$ cat src/rtl/rtc_i2c_reader.sv
// rtc_i2c_reader: byte-bus sequencer that snapshots a 7-byte RTC time block.
// Optional busy-poll timeout: `define RTC_I2C_READER_TIMEOUT_EN.
module rtc_i2c_reader #(
  parameter int         c_clk_mhz    = 50,
  parameter int         c_poll_ms    = 100,
  parameter logic [6:0] c_slave_addr = 7'h6F,
  parameter int         c_settle     = 4,
  parameter int         c_timeout    = 100000
) (
  input  logic       clk,
  input  logic       resetn,
  input  logic       trigger,
  output logic [1:0] i2c_addr,
  output logic [7:0] i2c_di,
  input  logic [7:0] i2c_do,
  output logic       i2c_csn,
  output logic       i2c_wrn,
  output logic       i2c_rdn,
  output logic [7:0] sec,
  output logic [7:0] min,
  output logic [7:0] hour,
  output logic [7:0] wday,
  output logic [7:0] day,
  output logic [7:0] month,
  output logic [7:0] year,
  output logic       valid,
  output logic       busy,
  output logic       error
);

  typedef enum logic [3:0] {
    S_IDLE, S_WR3, S_WR2, S_WR1, S_WR0, S_SETTLE,
    S_POLL_RD, S_POLL_CHK, S_DATA_RD, S_DATA_CHK,
    S_DONE, S_ABORT
  } state_t;

  localparam int unsigned PER =
    unsigned'(c_clk_mhz * 1000 * c_poll_ms);
  localparam int TW = (PER > 2) ? $clog2(PER) : 1;

  state_t          state_q, state_d;
  logic [2:0]      n_q, n_d;
  logic [7:0]      set_q, set_d;
  logic [6:0][7:0] shadow_q;
  logic [6:0][7:0] time_q;
  logic            valid_q, busy_q, error_q;
  logic            auto_go;

  generate
    if (c_poll_ms != 0) begin : g_poll
      logic [TW-1:0] tmr_q;
      assign auto_go = (tmr_q == TW'(PER - 1));
      // free-running: keeps counting through snapshots
      always_ff @(posedge clk or negedge resetn) begin
        if (!resetn) tmr_q <= '0;
        else         tmr_q <= auto_go ? '0 : tmr_q + TW'(1);
      end
    end else begin : g_nopoll
      assign auto_go = 1'b0;
    end
  endgenerate

`ifdef RTC_I2C_READER_TIMEOUT_EN
  logic [31:0] to_q, to_d;
  logic        waiting;
  assign waiting = (state_q == S_SETTLE) ||
                   (state_q == S_POLL_RD) ||
                   (state_q == S_POLL_CHK);
`endif

  always_comb begin
    state_d  = state_q;
    n_d      = n_q;
    set_d    = '0;
    i2c_csn  = 1'b1;
    i2c_wrn  = 1'b1;
    i2c_rdn  = 1'b1;
    i2c_addr = 2'd0;
    i2c_di   = 8'h00;
    unique case (state_q)
      S_IDLE: begin
        if (trigger || auto_go) begin
          state_d = S_WR3;
          n_d     = '0;
        end
      end
      S_WR3: begin
        i2c_csn  = 1'b0;
        i2c_wrn  = 1'b0;
        i2c_addr = 2'd3;
        i2c_di   = 8'hC0;
        state_d  = S_WR2;
      end
      S_WR2: begin
        i2c_csn  = 1'b0;
        i2c_wrn  = 1'b0;
        i2c_addr = 2'd2;
        i2c_di   = {1'b0, c_slave_addr};
        state_d  = S_WR1;
      end
      S_WR1: begin
        i2c_csn  = 1'b0;
        i2c_wrn  = 1'b0;
        i2c_addr = 2'd1;
        i2c_di   = {5'd0, n_q};
        state_d  = S_WR0;
      end
      S_WR0: begin
        i2c_csn  = 1'b0;
        i2c_wrn  = 1'b0;
        state_d  = (c_settle == 0) ? S_POLL_RD : S_SETTLE;
      end
      S_SETTLE: begin
        set_d = set_q + 8'd1;
        if (set_q == 8'(c_settle - 1)) state_d = S_POLL_RD;
      end
      S_POLL_RD: begin
        i2c_csn  = 1'b0;
        i2c_rdn  = 1'b0;
        i2c_addr = 2'd3;
        state_d  = S_POLL_CHK;
      end
      S_POLL_CHK: begin
        if (i2c_do[7] || i2c_do[2])      state_d = S_POLL_RD;
        else if (i2c_do[6] || i2c_do[5]) state_d = S_ABORT;
        else                             state_d = S_DATA_RD;
      end
      S_DATA_RD: begin
        i2c_csn = 1'b0;
        i2c_rdn = 1'b0;
        state_d = S_DATA_CHK;
      end
      S_DATA_CHK: begin
        if (n_q == 3'd6) begin
          state_d = S_DONE;
        end else begin
          n_d     = n_q + 3'd1;
          state_d = S_WR3;
        end
      end
      S_DONE:  state_d = S_IDLE;
      S_ABORT: state_d = S_IDLE;
      default: state_d = S_IDLE;
    endcase
`ifdef RTC_I2C_READER_TIMEOUT_EN
    to_d = to_q;
    if (state_q == S_WR0) begin
      to_d = '0;
    end else if (waiting) begin
      to_d = to_q + 32'd1;
      if (to_d >= 32'(c_timeout)) state_d = S_ABORT;
    end
`endif
  end

  always_ff @(posedge clk or negedge resetn) begin
    if (!resetn) begin
      state_q  <= S_IDLE;
      n_q      <= '0;
      set_q    <= '0;
      shadow_q <= '0;
      time_q   <= '0;
      valid_q  <= 1'b0;
      busy_q   <= 1'b0;
      error_q  <= 1'b0;
    end else begin
      state_q <= state_d;
      n_q     <= n_d;
      set_q   <= set_d;
      if (state_q == S_IDLE && state_d == S_WR3) busy_q <= 1'b1;
      if (state_q == S_DATA_CHK) shadow_q[n_q] <= i2c_do;
      // whole block becomes visible at once
      if (state_q == S_DONE) begin
        time_q  <= shadow_q;
        valid_q <= 1'b1;
        error_q <= 1'b0;
        busy_q  <= 1'b0;
      end
      if (state_q == S_ABORT) begin
        error_q <= 1'b1;
        busy_q  <= 1'b0;
      end
    end
  end

`ifdef RTC_I2C_READER_TIMEOUT_EN
  always_ff @(posedge clk or negedge resetn) begin
    if (!resetn) to_q <= '0;
    else         to_q <= to_d;
  end
`endif

  assign sec   = time_q[0];
  assign min   = time_q[1];
  assign hour  = time_q[2];
  assign wday  = time_q[3];
  assign day   = time_q[4];
  assign month = time_q[5];
  assign year  = time_q[6];
  assign valid = valid_q;
  assign busy  = busy_q;
  assign error = error_q;

endmodule

$ cat config.mk
export PLATFORM = sky130hd
export DESIGN_NAME = rtc_i2c_reader
export DESIGN_NICKNAME = d
export VERILOG_FILES = /design/src/rtl/rtc_i2c_reader.sv
export SDC_FILE = /design/constraint.sdc
export NUM_CORES = 1
export LEC_CHECK = 0
export ABC_CLOCK_PERIOD_IN_PS = 5300
export CAP_MARGIN = 30
export CORE_UTILIZATION = 33
export CTS_BUF_LIST = sky130_fd_sc_hd__clkbuf_8
export CTS_CLUSTER_DIAMETER = 60
export CTS_CLUSTER_SIZE = 28
export DETAILED_ROUTE_END_ITERATION = 12
export RECOVER_POWER = 25
export SETUP_SLACK_MARGIN = 0.5
export SLEW_MARGIN = 20
export SYNTH_ARGS = -nofsm -noshare
export SYNTH_HDL_FRONTEND = slang
export SYNTH_SLANG_ARGS = --single-unit
$ cat constraint.sdc
create_clock -name clk -period 5.3 [get_ports clk]
set_input_delay 1.06 -clock clk [delete_from_list [all_inputs] [get_ports clk]]
set_output_delay 1.06 -clock clk [all_outputs]
set_load 0.01 [all_outputs]
======== Word-level counts from Yosys, hierarchy flattened ========
Index checks and enable logic that the tools add are counted.
word-level totals
  flip-flop bits (word level) ............. 153
  input bits .............................. 11
  output and inout port bits .............. 72
  logic and storage cells ................. 81
operators by class
  add/sub/neg operators ................... 3
  order comparisons ....................... 2
  equal/unequal tests ..................... 17
  mux-type cells .......................... 24
  reductions and logical operators ........ 14
operators with widths
  operator               number
  $bwmux 56              1
  $pmux 4 s10            1
  $demux 8 s3            1
  $pmux 8 s3             1
  $add 23x1->23 const B  1
  $eq 23x23->1 const B   1
  $mux 23                1
  $eq 4x3->1 const B     4
  $eq 4x4->1 const B     4
  $mux 4                 4
  $mux 8                 2
  $add 8x1->8 const B    1
  $eq 4x1->1 const B     2
  $eq 4x2->1 const B     2
  $eq 8x2->1 const B     1
  $mux 1                 8
  $mux 3                 2
  $pmux 2 s3             1
  $pmux 3 s2             1
  $reduce_or 6->1        1
  $logic_not 4->1        1
  $lt 3x4->1 const B     1
  $ne 2x2->1 const B     2
  $reduce_bool 2->1      2
  10 further kinds       14

======== Longest topological paths before layout ========
Gate-level depths: netlist of run 1.
  word-level depth ........................ 9
  gate-level depth with buffers ........... 7

======== Worst setup path before layout of run 1 ========
Ideal clock, no wire load.
  path kind ............................... reg-to-output
  from .................................... reg state_q[2]
  to ...................................... out i2c_csn
  arrival time ............................ 1337 ps
  required time ........................... 4240 ps
  path slack .............................. 2903 ps
  cell stages (with the launch flop) ...... 7
  buffers on the path ..................... 2
  cells stage by stage .................... dfrtp_1 clkbuf_1 clkbuf_1 nand3_1 nand2_1 nand2_1 and2_1
on the way
  cells in the longest elaborated chain, start to end .. 3
  elaborated cells between the ends (all ways) .. 8
  those cells by class .................... eq/ne: 6; mux: 1; reduce/logical: 1
ends and longest elaborated chain
  element                             line  text
  start, declared                     41    state_t state_q, state_d;
  start signal, assigned              167   state_q <= state_d;
  $eq 4x4->1 (tied with other cells)  80    unique case (state_q)
  $reduce_or 6->1 (no line) (*)       n/a
  $mux 1 (*)                          80
  end, declared                       16    output logic i2c_csn,
Every way passes the cells marked *; elsewhere a longest branch is shown, timed or not.

======== Worst setup path in the final report of run 1 ========
  from .................................... reg n_q[1]
  to ...................................... out i2c_di[1]
on the way
  cells in the longest elaborated chain, start to end .. 1
ends and longest elaborated chain
  element                 line  text
  start, declared         42    logic [2:0] n_q, n_d;
  start signal, assigned  168   n_q <= n_d;
  $pmux 8 s3              80
  end, declared           14    output logic [7:0] i2c_di,
No other way between the ends.

==> report_table.html, run 1 <==
<table>
<tr><th>Metric</th><th>Value</th></tr>
<tr><th colspan="2">Outcome</th></tr>
<tr><td>Status</td><td>finished with violations</td></tr>
<tr><td>Failing checks</td><td>max-capacitance violations, max-slew violations</td></tr>
<tr><th colspan="2">Route</th></tr>
<tr><td>Number of antenna-violating nets in the routed design</td><td>0</td></tr>
<tr><td>Detailed-router iteration count before antenna repair</td><td>4</td></tr>
<tr><td>DRC errors left</td><td>0</td></tr>
<tr><td>WL per Instance</td><td>16.5 um</td></tr>
<tr><td>Number of violations reported at the end of detailed-routing iteration 0</td><td>approximately 130</td></tr>
<tr><td>Drt total wl</td><td>13.2 mm</td></tr>
<tr><td>Via count</td><td>between 3000 and 4000</td></tr>
<tr><td>Per-cell via count in the routed design</td><td>roughly 4.8</td></tr>
<tr><th colspan="2">Clock tree</th></tr>
<tr><td>Hold bufs inserted after CTS</td><td>0</td></tr>
<tr><td>Number of buffers on the longest clock path</td><td>2</td></tr>
<tr><td>Setup Buffers After CTS</td><td>0</td></tr>
<tr><td>Clock transition at path regs</td><td>approximately 0.090 ns</td></tr>
<tr><td>Latest clock arrival within the worst-skew pair</td><td>between 0.4 and 0.5 ns</td></tr>
<tr><td>Number of buffers inserted during clock tree synthesis</td><td>17</td></tr>
<tr><td>Root buf cell</td><td>sky130_fd_sc_hd__clkbuf_8</td></tr>
<tr><td>Post-cts repair resize count</td><td>0</td></tr>
<tr><td>Clock tree from TritonCTS</td><td>done</td></tr>
<tr><td>Number of sinks on the clock net</td><td>roughly 150</td></tr>
<tr><td>Total number of H-tree levels</td><td>4</td></tr>
<tr><th colspan="2">Timing</th></tr>
<tr><td>Final hold vios</td><td>0</td></tr>
<tr><td>Headroom to the max-slew limit</td><td>-57.3%</td></tr>
<tr><td>Final setup skew</td><td>0.0107 ns</td></tr>
<tr><td>Setup repair after global routing missed its margin</td><td>false</td></tr>
<tr><td>Endpoints failing setup</td><td>0</td></tr>
<tr><td>Final period utilization</td><td>61.8%</td></tr>
<tr><td>Final count of pins violating max slew</td><td>44</td></tr>
<tr><td>Least-Margin Pin Slew</td><td>approximately 2.4 ns</td></tr>
<tr><td>Total negative slack</td><td>0 ns</td></tr>
<tr><td>Worst slack on hold paths</td><td>between 0.4 and 0.5 ns</td></tr>
<tr><td>Time the final worst path needs with I/O delays and setup</td><td>between 3 and 4 ns</td></tr>
<tr><td>Highest clock frequency the design can meet</td><td>approximately 0.3 GHz</td></tr>
<tr><th colspan="2">Layout</th></tr>
<tr><td>Syn-to-layout area delta</td><td>23.1%</td></tr>
<tr><td>Ratio of cells with drive above 1 in the final layout</td><td>roughly 28%</td></tr>
<tr><td>Post-Layout Cell Count</td><td>800</td></tr>
<tr><td>Area taken by multi-input logic gates</td><td>between 2000 and 2500 um^2</td></tr>
<tr><td>Number of fillers in the final layout</td><td>approximately 1800</td></tr>
<tr><td>Number of antenna diodes</td><td>0</td></tr>
<tr><td>Nets</td><td>around 570</td></tr>
<tr><td>Combined flip-flop and latch cell area</td><td>3830 um^2</td></tr>
<tr><th colspan="2">Floorplan</th></tr>
<tr><td>Initial Util</td><td>between 30% and 40%</td></tr>
<tr><td>IO Pins</td><td>83</td></tr>
<tr><td>Die span in y</td><td>~140 um</td></tr>
<tr><td>Number of rows created at floorplan</td><td>50</td></tr>
<tr><td>Full die area</td><td>about 20000 um^2</td></tr>
<tr><td>Die X-Extent</td><td>around 140 um</td></tr>
<tr><td>CORE AREA</td><td>approximately 19000 um^2</td></tr>
<tr><th colspan="2">Yosys</th></tr>
<tr><td>Netlist area before placement</td><td>~6300 um^2</td></tr>
<tr><td>Sequential-to-total area share from yosys stat</td><td>60.5%</td></tr>
<tr><td>Synthesized area per cell</td><td>between 10 and 15 um^2</td></tr>
<tr><td>Distinct cell type count after synthesis</td><td>43</td></tr>
<tr><td>Number of nets produced by synthesis</td><td>slightly below 500</td></tr>
<tr><td>Synth warnings</td><td>0</td></tr>
<tr><td>Gate count after technology mapping</td><td>466</td></tr>
<tr><td>Register bit total from synthesis</td><td>about 150</td></tr>
<tr><th colspan="2">GRT</th></tr>
<tr><td>Via count of the first global-routing pass</td><td>between 4000 and 5000</td></tr>
<tr><td>First-pass GRT wire length</td><td>between 20 and 25 mm</td></tr>
<tr><td>Largest net degree at the start of global routing</td><td>65</td></tr>
<tr><td>Antenna violations before repair</td><td>0</td></tr>
<tr><td>Overflow left after global routing</td><td>0</td></tr>
<tr><td>Overall global routing resource usage</td><td>between 10 and 15%</td></tr>
<tr><th colspan="2">Critical path</th></tr>
<tr><td>Number of cells on the worst reg-to-reg path</td><td>7</td></tr>
<tr><td>Setup crit start kind</td><td>register</td></tr>
<tr><td>Critical Path End Type</td><td>output port</td></tr>
<tr><td>Critical Setup Path Class</td><td>register to output port</td></tr>
<tr><td>Biggest fanout along the worst timing path</td><td>7</td></tr>
<tr><td>Critical path required time</td><td>4.24 ns</td></tr>
<tr><td>Arrival time at the worst endpoint</td><td>~2.2 ns</td></tr>
<tr><th colspan="2">Worst hold path</th></tr>
<tr><td>Classification of the worst-slack hold path</td><td>register to register</td></tr>
<tr><td>Cells on Worst Hold Path</td><td>1</td></tr>
<tr><th colspan="2">Place</th></tr>
<tr><td>Cell Count Post-Placement</td><td>767</td></tr>
<tr><td>Port-buffer cells</td><td>just over 80</td></tr>
<tr><td>GP Congestion</td><td>roughly 0.8</td></tr>
<tr><td>HPWL after DPL</td><td>around 9 mm</td></tr>
<tr><th colspan="2">Power and ir drop</th></tr>
<tr><td>Combinational share of power</td><td>between 15 and 20%</td></tr>
<tr><td>P per Cell Area</td><td>around 360 nW/um^2</td></tr>
<tr><td>Internal Dissipation</td><td>a little under 2 mW</td></tr>
<tr><td>Leakage Power</td><td>approximately 3.6 nW</td></tr>
<tr><td>Worst supply voltage drop on vdd</td><td>0.000182 V</td></tr>
<tr><td>Clock network fraction of total power</td><td>between 30% and 40%</td></tr>
<tr><td>Net Switching</td><td>789 uW</td></tr>
<tr><td>Switching fraction of total power</td><td>approximately 28%</td></tr>
<tr><td>Share of total power in sequential cells</td><td>between 40% and 50%</td></tr>
<tr><th colspan="2">Run</th></tr>
<tr><td>Max-cap check violation count</td><td>1</td></tr>
</table>
-- final cells by class --
class / count / share of cell area [%]
inverter: 8 / 0.385
clock inverter: 14 / 2.09
timing repair buffer: 85 / 10.8
clock buffer: 18 / 3.18
tap: 234 / 3.76
multi-input combinational: 288 / 30.7
sequential: 153 / 49.1
-- power groups by stage --
stage,clock (mW),sequential [mW],combinational [mW]
3_3_place_gp,0,1.38,0.495
2_1_floorplan,0,1.36,0.261
5_1_grt,0.988,1.39,0.548
3_5_place_dp,0,1.39,0.503
6_report,0.910,1.37,0.498
4_1_cts,0.948,1.37,0.505
-- cell usage in the layout, fill, tap and decap left out, types with 3 or more instances in the layout --
| cell type | n |
|---|---|
| sky130_fd_sc_hd__and3_1 | 5 |
| sky130_fd_sc_hd__inv_1 | 7 |
| sky130_fd_sc_hd__nor4_1 | 3 |
| sky130_fd_sc_hd__nor3_1 | 5 |
| sky130_fd_sc_hd__mux2_1 | 4 |
| sky130_fd_sc_hd__dfrtp_1 | 153 |
| sky130_fd_sc_hd__buf_4 | 3 |
| sky130_fd_sc_hd__nand4_2 | 3 |
| sky130_fd_sc_hd__a21oi_1 | 5 |
| sky130_fd_sc_hd__nand2_1 | 26 |
| sky130_fd_sc_hd__and4_1 | 3 |
| sky130_fd_sc_hd__nor3_4 | 5 |
| sky130_fd_sc_hd__clkbuf_8 | 18 |
| sky130_fd_sc_hd__ha_1 | 4 |
| sky130_fd_sc_hd__mux2_2 | 109 |
| sky130_fd_sc_hd__clkdlybuf4s50_1 | 80 |
| sky130_fd_sc_hd__a21boi_0 | 3 |
| sky130_fd_sc_hd__xor2_1 | 16 |
| sky130_fd_sc_hd__nor2_1 | 33 |
| sky130_fd_sc_hd__inv_6 | 3 |
| sky130_fd_sc_hd__xnor2_1 | 11 |
| sky130_fd_sc_hd__inv_8 | 3 |
| sky130_fd_sc_hd__nand3_1 | 18 |
| sky130_fd_sc_hd__o21ai_0 | 6 |
| sky130_fd_sc_hd__clkinv_4 | 3 |
| sky130_fd_sc_hd__nand4_1 | 6 |
-- cell usage after synthesis --
cell                       instances  area [um^2]
sky130_fd_sc_hd__nor3_1            6         30.0
sky130_fd_sc_hd__or2_2             1         6.26
sky130_fd_sc_hd__o21ai_0           6         30.0
sky130_fd_sc_hd__o211ai_2          1         12.5
sky130_fd_sc_hd__inv_2             2         7.51
sky130_fd_sc_hd__nor3_4            5         81.3
sky130_fd_sc_hd__nor2_1           33          124
sky130_fd_sc_hd__clkinv_1          1         3.75
sky130_fd_sc_hd__mux2_1            4         45.0
sky130_fd_sc_hd__nand2_4           1         11.3
sky130_fd_sc_hd__a21oi_1           5         25.0
sky130_fd_sc_hd__mux2i_1           1         10.0
sky130_fd_sc_hd__nand2_1          26         97.6
sky130_fd_sc_hd__nand4_1           6         37.5
sky130_fd_sc_hd__nand3_1          18         90.1
sky130_fd_sc_hd__mux2_2          109         1230
sky130_fd_sc_hd__a21o_1            1         7.51
sky130_fd_sc_hd__buf_2             8         40.0
sky130_fd_sc_hd__ha_1              4         50.1
sky130_fd_sc_hd__conb_1            1         3.75
sky130_fd_sc_hd__a211oi_1          1         7.51
sky130_fd_sc_hd__o22ai_1           1         6.26
sky130_fd_sc_hd__xnor2_1          11         96.3
sky130_fd_sc_hd__dfrtp_1         153         3830
sky130_fd_sc_hd__nand4b_1          1         8.76
sky130_fd_sc_hd__nand2b_1          1         6.26
sky130_fd_sc_hd__and2_1            3         18.8
sky130_fd_sc_hd__a221o_1           1         10.0
sky130_fd_sc_hd__nand4_2           3         37.5
sky130_fd_sc_hd__inv_1             5         18.8
sky130_fd_sc_hd__nand3b_1          1         7.51
sky130_fd_sc_hd__and4_1            3         26.3
sky130_fd_sc_hd__or4_1             1         7.51
sky130_fd_sc_hd__clkbuf_1          6         22.5
sky130_fd_sc_hd__or4b_2            1         10.0
sky130_fd_sc_hd__and3_1            5         31.3
sky130_fd_sc_hd__buf_4             3         22.5
sky130_fd_sc_hd__a31o_2            2         17.5
sky130_fd_sc_hd__nor4b_1           2         17.5
sky130_fd_sc_hd__xor2_1           16          140
sky130_fd_sc_hd__a21boi_0          3         22.5
sky130_fd_sc_hd__nor4_1            3         18.8
sky130_fd_sc_hd__nor2b_1           1         6.26
-- kinds of logic after synthesis --
kind of cell / synth area share [%]
compound gates: 2.19
buf+inv: 1.82
flops: 60.5
fa+ha+maj: 0.791
other cells: 0.0592
mux: 20.3
simple gates: 10.7
xor+xnor: 3.74
-- state kept, by name (all words and copies together) (netlist names) --
name / count
shadow_q: 56
g_poll.tmr_q: 23
day: 8
hour: 8
min: 8
month: 8
sec: 8
set_q: 8
wday: 8
year: 8
state_q: 4
n_q: 3
busy: 1
error: 1
valid: 1
-- critical path, cell delays in order, from the launching register on --
cell and delay, ns:
sky130_fd_sc_hd__dfrtp_1 0.58, sky130_fd_sc_hd__clkinv_1 0.37, sky130_fd_sc_hd__a21oi_1 0.26, sky130_fd_sc_hd__clkdlybuf4s50_1 0.57
-- metal layers --
layer	track usage [%]	vias up	wire [um]
met5	0	-	0
met4	4.86	0	147
met3	4.62	14	631
met2	23.5	78	6460
met1	18.3	1980	5930
li1	-	1807	-
-- worst paths after layout --
path                                      start         endpoint  slack [ns]
worst min register to register            valid            valid        0.47
min in group asynchronous                resetn          wday[4]        0.58
worst max-delay path                     n_q[1]        i2c_di[1]        2.02
max in group asynchronous                resetn  g_poll.tmr_q[2]        2.09
worst min-delay path                      valid            valid        0.47
worst max register to register  g_poll.tmr_q[0]           n_q[0]        2.92
-- per-stage QoR --
stage / worst slack [ns] / area, um^2 / power (mW) / util [%]
2_1_floorplan: 2.90 / 6330 / 1.62 / -
3_3_place_gp: 2.58 / 7380 / 1.88 / 39.3
3_5_place_dp: 2.53 / 7380 / 1.90 / 39.3
4_1_cts: 2.00 / 7790 / 2.82 / 41.5
5_1_grt: 1.56 / 7790 / 2.92 / 41.5
6_report: 2.02 / 7790 / 2.78 / 41.5
Power figures use the tool's default switching activity.
==> run 2, diff against run 1 <==
ABC_CLOCK_PERIOD_IN_PS = 3210   (was 5300)
clock period = 3.21 ns   (was 5.3 ns; I/O delays follow)
==> run 2 against run 1 <==
- worst hold slack gained 0.0080 ns
- highest routed layer unchanged
- via count grew 0.67%
- clock skew is essentially flat
- register-to-register slack lost 2.0 ns
- flip-flop and latch count is the same
- die area is the same
- setup slack lost 1.5 ns
- sequential share of layout area shrank 0.61 points
- first-iteration DRC count grew 22%
- critical path depth grew 3
- global-route usage grew 0.42 points
- the flow still finishes with violations (max-capacitance violations, max-slew violations)
- total power grew 69%
==> report_table.html, run 2 (synthesis results as in run 1) <==
<table>
<tr><th>Metric</th><th>Value</th></tr>
<tr><th colspan="2">Outcome</th></tr>
<tr><td>Status</td><td>finished with violations</td></tr>
<tr><td>Failing checks</td><td>max-capacitance violations, max-slew violations</td></tr>
<tr><th colspan="2">GRT</th></tr>
<tr><td>Via count of the first global-routing pass</td><td>4178</td></tr>
<tr><td>First-pass GRT wire length</td><td>22.4 mm</td></tr>
<tr><td>Largest net degree at the start of global routing</td><td>between 90 and 100</td></tr>
<tr><td>Overall global routing resource usage</td><td>roughly 15%</td></tr>
<tr><td>Antenna violations before repair</td><td>0</td></tr>
<tr><td>Overflow left after global routing</td><td>0</td></tr>
<tr><th colspan="2">Timing</th></tr>
<tr><td>Final count of pins violating max slew</td><td>91</td></tr>
<tr><td>Endpoints failing setup</td><td>0</td></tr>
<tr><td>Total negative slack</td><td>0 ns</td></tr>
<tr><td>Final setup skew</td><td>around 0.010 ns</td></tr>
<tr><td>Final period utilization</td><td>between 80% and 90%</td></tr>
<tr><td>Highest clock frequency the design can meet</td><td>approximately 0.37 GHz</td></tr>
<tr><td>Setup repair after global routing missed its margin</td><td>true</td></tr>
<tr><td>Fin worst setup slack</td><td>around 0.48 ns</td></tr>
<tr><td>Time the final worst path needs with I/O delays and setup</td><td>2.73 ns</td></tr>
<tr><td>Least-Margin Pin Slew</td><td>2.30 ns</td></tr>
<tr><td>Headroom to the max-slew limit</td><td>-53.0%</td></tr>
<tr><td>Final hold vios</td><td>0</td></tr>
<tr><th colspan="2">Clock tree</th></tr>
<tr><td>Number of buffers inserted during clock tree synthesis</td><td>17</td></tr>
<tr><td>Root buf cell</td><td>sky130_fd_sc_hd__clkbuf_8</td></tr>
<tr><td>Number of buffers on the longest clock path</td><td>2</td></tr>
<tr><td>Total number of H-tree levels</td><td>4</td></tr>
<tr><td>Hold bufs inserted after CTS</td><td>0</td></tr>
<tr><td>Latest clock arrival within the worst-skew pair</td><td>approximately 0.44 ns</td></tr>
<tr><td>Number of sinks on the clock net</td><td>153</td></tr>
<tr><td>Clock transition at path regs</td><td>0.08 ns</td></tr>
<tr><td>Clock tree from TritonCTS</td><td>done</td></tr>
<tr><th colspan="2">Layout</th></tr>
<tr><td>Final Instance Area</td><td>slightly below 8000 um^2</td></tr>
<tr><td>Number of antenna diodes</td><td>0</td></tr>
<tr><td>Most frequent cells in the layout</td><td>sky130_fd_sc_hd__dfrtp_1 (150), sky130_fd_sc_hd__mux2_2 (109), sky130_fd_sc_hd__clkdlybuf4s50_1 (79), sky130_fd_sc_hd__nor2_1 (30), sky130_fd_sc_hd__nand2_1 (26)</td></tr>
<tr><td>Commonest non-fill, non-tap cell in the layout</td><td>sky130_fd_sc_hd__dfrtp_1</td></tr>
<tr><td>Largest Register</td><td>shadow_q</td></tr>
<tr><td>Final core area utilization</td><td>42.1%</td></tr>
<tr><td>Ratio of cells with drive above 1 in the final layout</td><td>a little under a third</td></tr>
<tr><td>Nets</td><td>575</td></tr>
<tr><td>Registers with the highest flip-flop counts</td><td>shadow_q x56, g_poll.tmr_q x23</td></tr>
<tr><td>Syn-to-layout area delta</td><td>24.7%</td></tr>
<tr><td>Largest register FFs</td><td>56</td></tr>
<tr><th colspan="2">Run</th></tr>
<tr><td>Max-cap check violation count</td><td>1</td></tr>
<tr><th colspan="2">Route</th></tr>
<tr><td>DRC errors left</td><td>0</td></tr>
<tr><td>Via count</td><td>3905</td></tr>
<tr><td>Number of antenna-violating nets in the routed design</td><td>0</td></tr>
<tr><td>WL per Instance</td><td>17.0 um</td></tr>
<tr><td>Number of violations reported at the end of detailed-routing iteration 0</td><td>between 150 and 200</td></tr>
<tr><td>Per-cell via count in the routed design</td><td>just under 5</td></tr>
<tr><td>Drt total wl</td><td>around 14 mm</td></tr>
<tr><td>Detailed-router iteration count before antenna repair</td><td>4</td></tr>
<tr><th colspan="2">Critical path</th></tr>
<tr><td>Biggest fanout along the worst timing path</td><td>9</td></tr>
<tr><td>Arrival time at the worst endpoint</td><td>~2.1 ns</td></tr>
<tr><td>Number of cells on the worst reg-to-reg path</td><td>5</td></tr>
<tr><td>Capturing point of the worst reg2reg path</td><td>shadow_q[20]</td></tr>
<tr><td>Critical path required time</td><td>~2.6 ns</td></tr>
<tr><td>Critical Path End Type</td><td>output port</td></tr>
<tr><td>Setup crit start kind</td><td>register</td></tr>
<tr><td>Setup slack on the worst flop-to-flop path</td><td>0.93 ns</td></tr>
<tr><td>Critical Setup Path Class</td><td>register to output port</td></tr>
<tr><td>Startpoint of the worst register-to-register path</td><td>state_q[1]</td></tr>
<tr><th colspan="2">Place</th></tr>
<tr><td>Placed Area</td><td>around 7400 um^2</td></tr>
<tr><td>GP Congestion</td><td>just under 0.8</td></tr>
<tr><td>HPWL after DPL</td><td>approximately 9 mm</td></tr>
<tr><td>Worst Setup Slack post-DPL</td><td>0.856 ns</td></tr>
<tr><td>Port-buffer cells</td><td>a little over 80</td></tr>
<tr><th colspan="2">Floorplan</th></tr>
<tr><td>Number of rows created at floorplan</td><td>50</td></tr>
<tr><td>Full die area</td><td>approximately 20000 um^2</td></tr>
<tr><td>Die span in y</td><td>about 140 um</td></tr>
<tr><td>IO Pins</td><td>a little over 80</td></tr>
<tr><td>Die X-Extent</td><td>140 um</td></tr>
<tr><td>CORE AREA</td><td>between 15000 and 20000 um^2</td></tr>
<tr><td>Initial Util</td><td>approximately a third</td></tr>
<tr><th colspan="2">Worst hold path</th></tr>
<tr><td>Classification of the worst-slack hold path</td><td>register to register</td></tr>
<tr><td>Cells on Worst Hold Path</td><td>1</td></tr>
<tr><td>Hold wc startpoint</td><td>valid</td></tr>
<tr><td>Worst hold path endpoint</td><td>valid</td></tr>
<tr><th colspan="2">Power and ir drop</th></tr>
<tr><td>Share of total power in sequential cells</td><td>around half</td></tr>
<tr><td>Switching fraction of total power</td><td>between 20% and 30%</td></tr>
<tr><td>P per Cell Area</td><td>~590 nW/um^2</td></tr>
<tr><td>Internal Dissipation</td><td>around 3.4 mW</td></tr>
<tr><td>Clock network fraction of total power</td><td>around 33%</td></tr>
<tr><td>Combinational share of power</td><td>around a fifth</td></tr>
<tr><td>Final Total Pwr</td><td>about 4.7 mW</td></tr>
<tr><td>Leakage Power</td><td>about 3.6 nW</td></tr>
<tr><td>Net Switching</td><td>approximately 1.3 mW</td></tr>
<tr><td>Worst supply voltage drop on vdd</td><td>approximately 0.00026 V</td></tr>
</table>
## run 2: power groups by stage
| stage | clock network (mW) | logic, mW | registers [mW] |
|---|---|---|---|
| detailed placement | 0 | 0.836 | 2.29 |
| global placement | 0 | 0.821 | 2.28 |
| CTS | 1.59 | 0.842 | 2.26 |
| global route | 1.67 | 0.970 | 2.28 |
| floorplan | 0 | 0.431 | 2.25 |
| finish | 1.54 | 0.893 | 2.25 |
## run 2: layout make-up
class,count,area (um^2)
clock buffer,18,248
clock inverter,14,170
fill,1712,10900
inverter,8,33.8
multi-input combinational,288,2400
sequential,153,3830
tap,234,293
timing repair buffer,92,916
## run 2: metal layers
layer  global-route usage, %  vias up  share of wire [%]
met1                    19.1     1985                 46
met4                    4.58        0                1.0
li1                        -     1817                  -
met5                       0        -                  0
met3                    4.17       11                4.3
met2                    24.5       92                 49
## run 2: worst max path at each step
stage	from	endpoint	slack [ns]	cells after the start
final	state_q[3]	i2c_csn	0.48	6
after CTS	state_q[1]	i2c_csn	0.47	5
after global placement	state_q[0]	i2c_addr[0]	0.92	4
after detailed placement	n_q[1]	i2c_di[1]	0.86	3
after global routing	state_q[3]	i2c_csn	0.36	6
after floorplan	state_q[2]	i2c_csn	1.23	6
## run 2: what timing repair did
action / 4_1_cts / 5_1_grt
hold endpoints to repair: 0 / 0
cloned: 0 / 0
resized for setup: 6 / 8
buffers inserted: 0 / 5
endpoints found under the setup margin: 10 / 11
## run 2: worst max-delay path: stages, from the launching register on
cell                              delay, ns
sky130_fd_sc_hd__dfrtp_1               0.59
sky130_fd_sc_hd__inv_4                 0.10
sky130_fd_sc_hd__nand3_1               0.15
sky130_fd_sc_hd__nand2_1               0.08
sky130_fd_sc_hd__nand2_1               0.08
sky130_fd_sc_hd__and2_1                0.11
sky130_fd_sc_hd__clkdlybuf4s50_1       0.52
## run 2: metrics by stage
stage / instances / hold WS [ns]
2_1_floorplan: 466 / 0.346
4_1_cts: 802 / 0.273
5_1_grt: 807 / 0.510
3_3_place_gp: 770 / 0.458
6_report: 807 / 0.483
3_5_place_dp: 770 / 0.456
==> run 3, diff against run 2 <==
ABC_AREA = 1   (was not set)
==> run 3 against run 2 <==
- the run still ends with max-capacitance violations, max-slew violations left
- highest routed layer unchanged
- setup slack gained 0.12 ns
- combinational power grew 100%
- utilization shrank 0.73 points
- non-clock buffer count shrank 6
- sequential share of layout area shrank 1.3 points
==> report_table.html, run 3 <==
<table>
<tr><th>Metric</th><th>Value</th></tr>
<tr><th colspan="2">Outcome</th></tr>
<tr><td>Status</td><td>finished with violations</td></tr>
<tr><td>Failing checks</td><td>max-capacitance violations, max-slew violations</td></tr>
<tr><th colspan="2">Yosys</th></tr>
<tr><td>Sequential-to-total area share from yosys stat</td><td>a little under three fifths</td></tr>
<tr><td>Number of nets produced by synthesis</td><td>a little under 800</td></tr>
<tr><td>Async SR Flop Fraction</td><td>between 90% and 100%</td></tr>
<tr><td>Post-synth EDFFs</td><td>0</td></tr>
<tr><td>Ranking of synthesized cells by instance count</td><td>sky130_fd_sc_hd__nand2_1 (293), sky130_fd_sc_hd__dfrtp_1 (153), sky130_fd_sc_hd__inv_1 (64)</td></tr>
<tr><td>Top cells by area in the synthesized netlist</td><td>sky130_fd_sc_hd__dfrtp_1 (57%), sky130_fd_sc_hd__nand2_1 (16%), sky130_fd_sc_hd__inv_1 (3.6%), sky130_fd_sc_hd__nor2_1 (3.5%), sky130_fd_sc_hd__o21ai_1 (3.0%)</td></tr>
<tr><td>Register bit total from synthesis</td><td>about 150</td></tr>
<tr><td>Most numerous cell in the Yosys netlist</td><td>sky130_fd_sc_hd__nand2_1</td></tr>
<tr><td>Synthesized area per cell</td><td>8.83 um^2</td></tr>
<tr><td>Leading register cell type out of synthesis</td><td>sky130_fd_sc_hd__dfrtp_1</td></tr>
<tr><td>Gate count after technology mapping</td><td>around 760</td></tr>
<tr><td>Netlist area before placement</td><td>6690 um^2</td></tr>
<tr><td>Distinct cell type count after synthesis</td><td>38</td></tr>
<tr><td>Synth warnings</td><td>0</td></tr>
<tr><td>Area share of the largest cell type after synthesis</td><td>57.3%</td></tr>
<tr><td>Cell type contributing the most total cell area after synthesis</td><td>sky130_fd_sc_hd__dfrtp_1</td></tr>
<tr><th colspan="2">Timing</th></tr>
<tr><td>Endpoints failing setup</td><td>0</td></tr>
<tr><td>Least-Margin Pin Slew</td><td>1.73 ns</td></tr>
<tr><td>Setup repair after global routing missed its margin</td><td>false</td></tr>
<tr><td>Highest clock frequency the design can meet</td><td>between 0.3 and 0.4 GHz</td></tr>
<tr><td>Final period utilization</td><td>81.4%</td></tr>
<tr><td>Headroom to the max-slew limit</td><td>-15.1%</td></tr>
<tr><td>Final count of pins violating max slew</td><td>66</td></tr>
<tr><td>Final setup skew</td><td>0.0155 ns</td></tr>
<tr><td>Time the final worst path needs with I/O delays and setup</td><td>2.61 ns</td></tr>
<tr><td>Final hold vios</td><td>0</td></tr>
<tr><td>Total negative slack</td><td>0 ns</td></tr>
<tr><th colspan="2">Layout</th></tr>
<tr><td>Number of fillers in the final layout</td><td>a little over 2000</td></tr>
<tr><td>Registers with the highest flip-flop counts</td><td>shadow_q x56, g_poll.tmr_q x23</td></tr>
<tr><td>Most frequent cells in the layout</td><td>sky130_fd_sc_hd__nand2_1 (291), sky130_fd_sc_hd__dfrtp_1 (148), sky130_fd_sc_hd__clkdlybuf4s50_1 (79), sky130_fd_sc_hd__inv_1 (64), sky130_fd_sc_hd__nor2_1 (57)</td></tr>
<tr><td>Largest Register</td><td>shadow_q</td></tr>
<tr><td>Number of antenna diodes</td><td>0</td></tr>
<tr><td>Final Instance Area</td><td>around 8100 um^2</td></tr>
<tr><td>Nets</td><td>between 800 and 900</td></tr>
<tr><td>Largest register FFs</td><td>between 50 and 60</td></tr>
<tr><td>Ratio of cells with drive above 1 in the final layout</td><td>approximately 11%</td></tr>
<tr><td>Post-Layout Cell Count</td><td>approximately 1100</td></tr>
<tr><td>Syn-to-layout area delta</td><td>21.5%</td></tr>
<tr><td>Commonest non-fill, non-tap cell in the layout</td><td>sky130_fd_sc_hd__nand2_1</td></tr>
<tr><th colspan="2">Critical path</th></tr>
<tr><td>Setup slack on the worst flop-to-flop path</td><td>~1.3 ns</td></tr>
<tr><td>Worst setup path startpoint</td><td>state_q[3]</td></tr>
<tr><td>Critical Setup Path Class</td><td>register to output port</td></tr>
<tr><td>Arrival time at the worst endpoint</td><td>1.97 ns</td></tr>
<tr><td>Biggest fanout along the worst timing path</td><td>6</td></tr>
<tr><td>Crit path to</td><td>i2c_addr[1]</td></tr>
<tr><td>Critical path required time</td><td>~2.6 ns</td></tr>
<tr><td>Startpoint of the worst register-to-register path</td><td>state_q[2]</td></tr>
<tr><td>Capturing point of the worst reg2reg path</td><td>year[2]</td></tr>
<tr><td>Number of cells on the worst reg-to-reg path</td><td>8</td></tr>
<tr><td>Setup crit start kind</td><td>register</td></tr>
<tr><td>Critical Path End Type</td><td>output port</td></tr>
<tr><th colspan="2">GRT</th></tr>
<tr><td>Antenna violations before repair</td><td>0</td></tr>
<tr><td>Global-route met3 utilization</td><td>under 10%</td></tr>
<tr><td>Overflow left after global routing</td><td>0</td></tr>
<tr><td>First-pass GRT wire length</td><td>25.1 mm</td></tr>
<tr><td>Via count of the first global-routing pass</td><td>between 4000 and 5000</td></tr>
<tr><td>Fraction of met2 tracks used by global routing</td><td>about 25%</td></tr>
<tr><td>Overall global routing resource usage</td><td>16.0%</td></tr>
<tr><td>Largest net degree at the start of global routing</td><td>67</td></tr>
<tr><td>Most heavily used metal layer in global routing</td><td>met2</td></tr>
<tr><td>Global routing usage on met1</td><td>around a fifth</td></tr>
<tr><th colspan="2">Power and ir drop</th></tr>
<tr><td>P per Cell Area</td><td>approximately 710 nW/um^2</td></tr>
<tr><td>Worst supply voltage drop on vdd</td><td>0.000260 V</td></tr>
<tr><td>Leakage Power</td><td>about 4 nW</td></tr>
<tr><th colspan="2">Floorplan</th></tr>
<tr><td>Full die area</td><td>20800 um^2</td></tr>
<tr><td>Die span in y</td><td>around 140 um</td></tr>
<tr><td>CORE AREA</td><td>just under 20000 um^2</td></tr>
<tr><td>Number of rows created at floorplan</td><td>51</td></tr>
<tr><td>Initial Util</td><td>34.0%</td></tr>
<tr><td>IO Pins</td><td>83</td></tr>
<tr><td>Die X-Extent</td><td>between 100 and 150 um</td></tr>
<tr><th colspan="2">Route</th></tr>
<tr><td>Drt total wl</td><td>between 15 and 20 mm</td></tr>
<tr><td>Number of antenna-violating nets in the routed design</td><td>0</td></tr>
<tr><td>WL per Instance</td><td>13.7 um</td></tr>
<tr><td>Per-cell via count in the routed design</td><td>4.49</td></tr>
<tr><td>Number of violations reported at the end of detailed-routing iteration 0</td><td>307</td></tr>
<tr><td>Via count</td><td>~5000</td></tr>
<tr><td>DRC errors left</td><td>0</td></tr>
<tr><td>Detailed-router iteration count before antenna repair</td><td>5</td></tr>
<tr><th colspan="2">Clock tree</th></tr>
<tr><td>Clock transition at path regs</td><td>0.09 ns</td></tr>
<tr><td>Number of buffers inserted during clock tree synthesis</td><td>17</td></tr>
<tr><td>Number of sinks on the clock net</td><td>~150</td></tr>
<tr><td>Root buf cell</td><td>sky130_fd_sc_hd__clkbuf_8</td></tr>
<tr><td>Number of buffers on the longest clock path</td><td>2</td></tr>
<tr><td>Latest clock arrival within the worst-skew pair</td><td>approximately 0.46 ns</td></tr>
<tr><td>Clock tree from TritonCTS</td><td>done</td></tr>
<tr><td>Total number of H-tree levels</td><td>4</td></tr>
<tr><th colspan="2">Place</th></tr>
<tr><td>HPWL after DPL</td><td>10.4 mm</td></tr>
<tr><td>Cell Count Post-Placement</td><td>about 1100</td></tr>
<tr><td>Port-buffer cells</td><td>around 80</td></tr>
<tr><td>Placed Area</td><td>~7700 um^2</td></tr>
<tr><td>GP Congestion</td><td>0.848</td></tr>
<tr><th colspan="2">Worst hold path</th></tr>
<tr><td>Classification of the worst-slack hold path</td><td>register to register</td></tr>
<tr><th colspan="2">Run</th></tr>
<tr><td>Max-cap check violation count</td><td>1</td></tr>
</table>
==> run 3: cell count changes in the layout (fill, tap and decap cells not counted), sizes merged, moves of 5 or more <==
cell   delta
nand2   +269
mux2    -113
inv      +62
o21ai    +59
nor2     +32
xnor2     -9
nand3     +8
a21oi     +7
buf       -6
xor2      -6
and3      -5
==> run 3: cell type report <==
cell class	count	area (um^2)	area share (%)
Multi-Input combinational cell	512	2460	30.2
Inverter	71	274	3.37
Clock inverter	13	113	1.39
Tap cell	265	332	4.08
Sequential cell	153	3830	47.2
Timing Repair Buffer	86	855	10.5
Clock buffer	19	262	3.22
==> run 3: cell families after synthesis <==
logic type	after synthesis	synth area share, %
AOI/OAI and AO/OA	82	7.32
xor gates and xnor gates	12	1.57
adders and majority gates	4	0.749
buffers and inverters	92	6.33
DFF	153	57.3
other	1	0.0561
and+or+nand+nor	413	26.7
==> run 3: worst min-delay path by stage <==
stage | startpoint | to | slack (ns) | cells after the start
after CTS | resetn | set_q[2] | 0.17 | 1
after detailed placement | shadow_q[30] | wday[6] | 0.45 | 2
final | set_q[0] | set_q[0] | 0.47 | 1
after global placement | set_q[7] | set_q[7] | 0.45 | 1
after floorplan | resetn | busy | 0.35 | 0
after global routing | set_q[7] | set_q[7] | 0.49 | 1
==> run 3: metal layers <==
metal / wire, um / share of wire (%) / vias to the layer above
met5: 0 / 0 / -
met4: 326 / 2.1 / 0
met3: 707 / 4.6 / 22
met2: 7070 / 46 / 100
met1: 7190 / 47 / 2356
li1: - / - / 2547
==> run 3: timing repair <==
action / 4_1_cts / 5_1_grt
endpoints found under the hold margin: 0 / 0
hold buffers: 0 / 0
buffers inserted: 0 / 1
gates resized for setup: 6 / 7
setup endpoints to repair: 3 / 7
==> run 3: power by group <==
| group | total [mW] | switching, mW | internal [mW] |
|---|---|---|---|
| logic | 1.82 | 0.846 | 0.976 |
| clock network | 1.39 | 0.789 | 0.597 |
| registers | 2.60 | 0.271 | 2.33 |
| total | 5.80 | 1.91 | 3.90 |
==> run 3: critical path, stage by stage (launching register included) <==
cell	delay, ns
sky130_fd_sc_hd__dfrtp_1	0.44
sky130_fd_sc_hd__nor2_2	0.25
sky130_fd_sc_hd__nand2_1	0.15
sky130_fd_sc_hd__nand3_1	0.13
sky130_fd_sc_hd__clkdlybuf4s50_1	0.54
==> run 3: through the flow <==
step	setup WS [ns]	power (mW)	hold slack, ns	utilization (%)
after floorplan	1.50	3.36	0.346	-
after global placement	0.940	4.44	0.449	39.3
after detailed placement	0.942	4.45	0.454	39.3
after CTS	0.503	5.86	0.174	41.2
after global routing	0.486	6.18	0.491	41.3
final	0.596	5.80	0.466	41.3
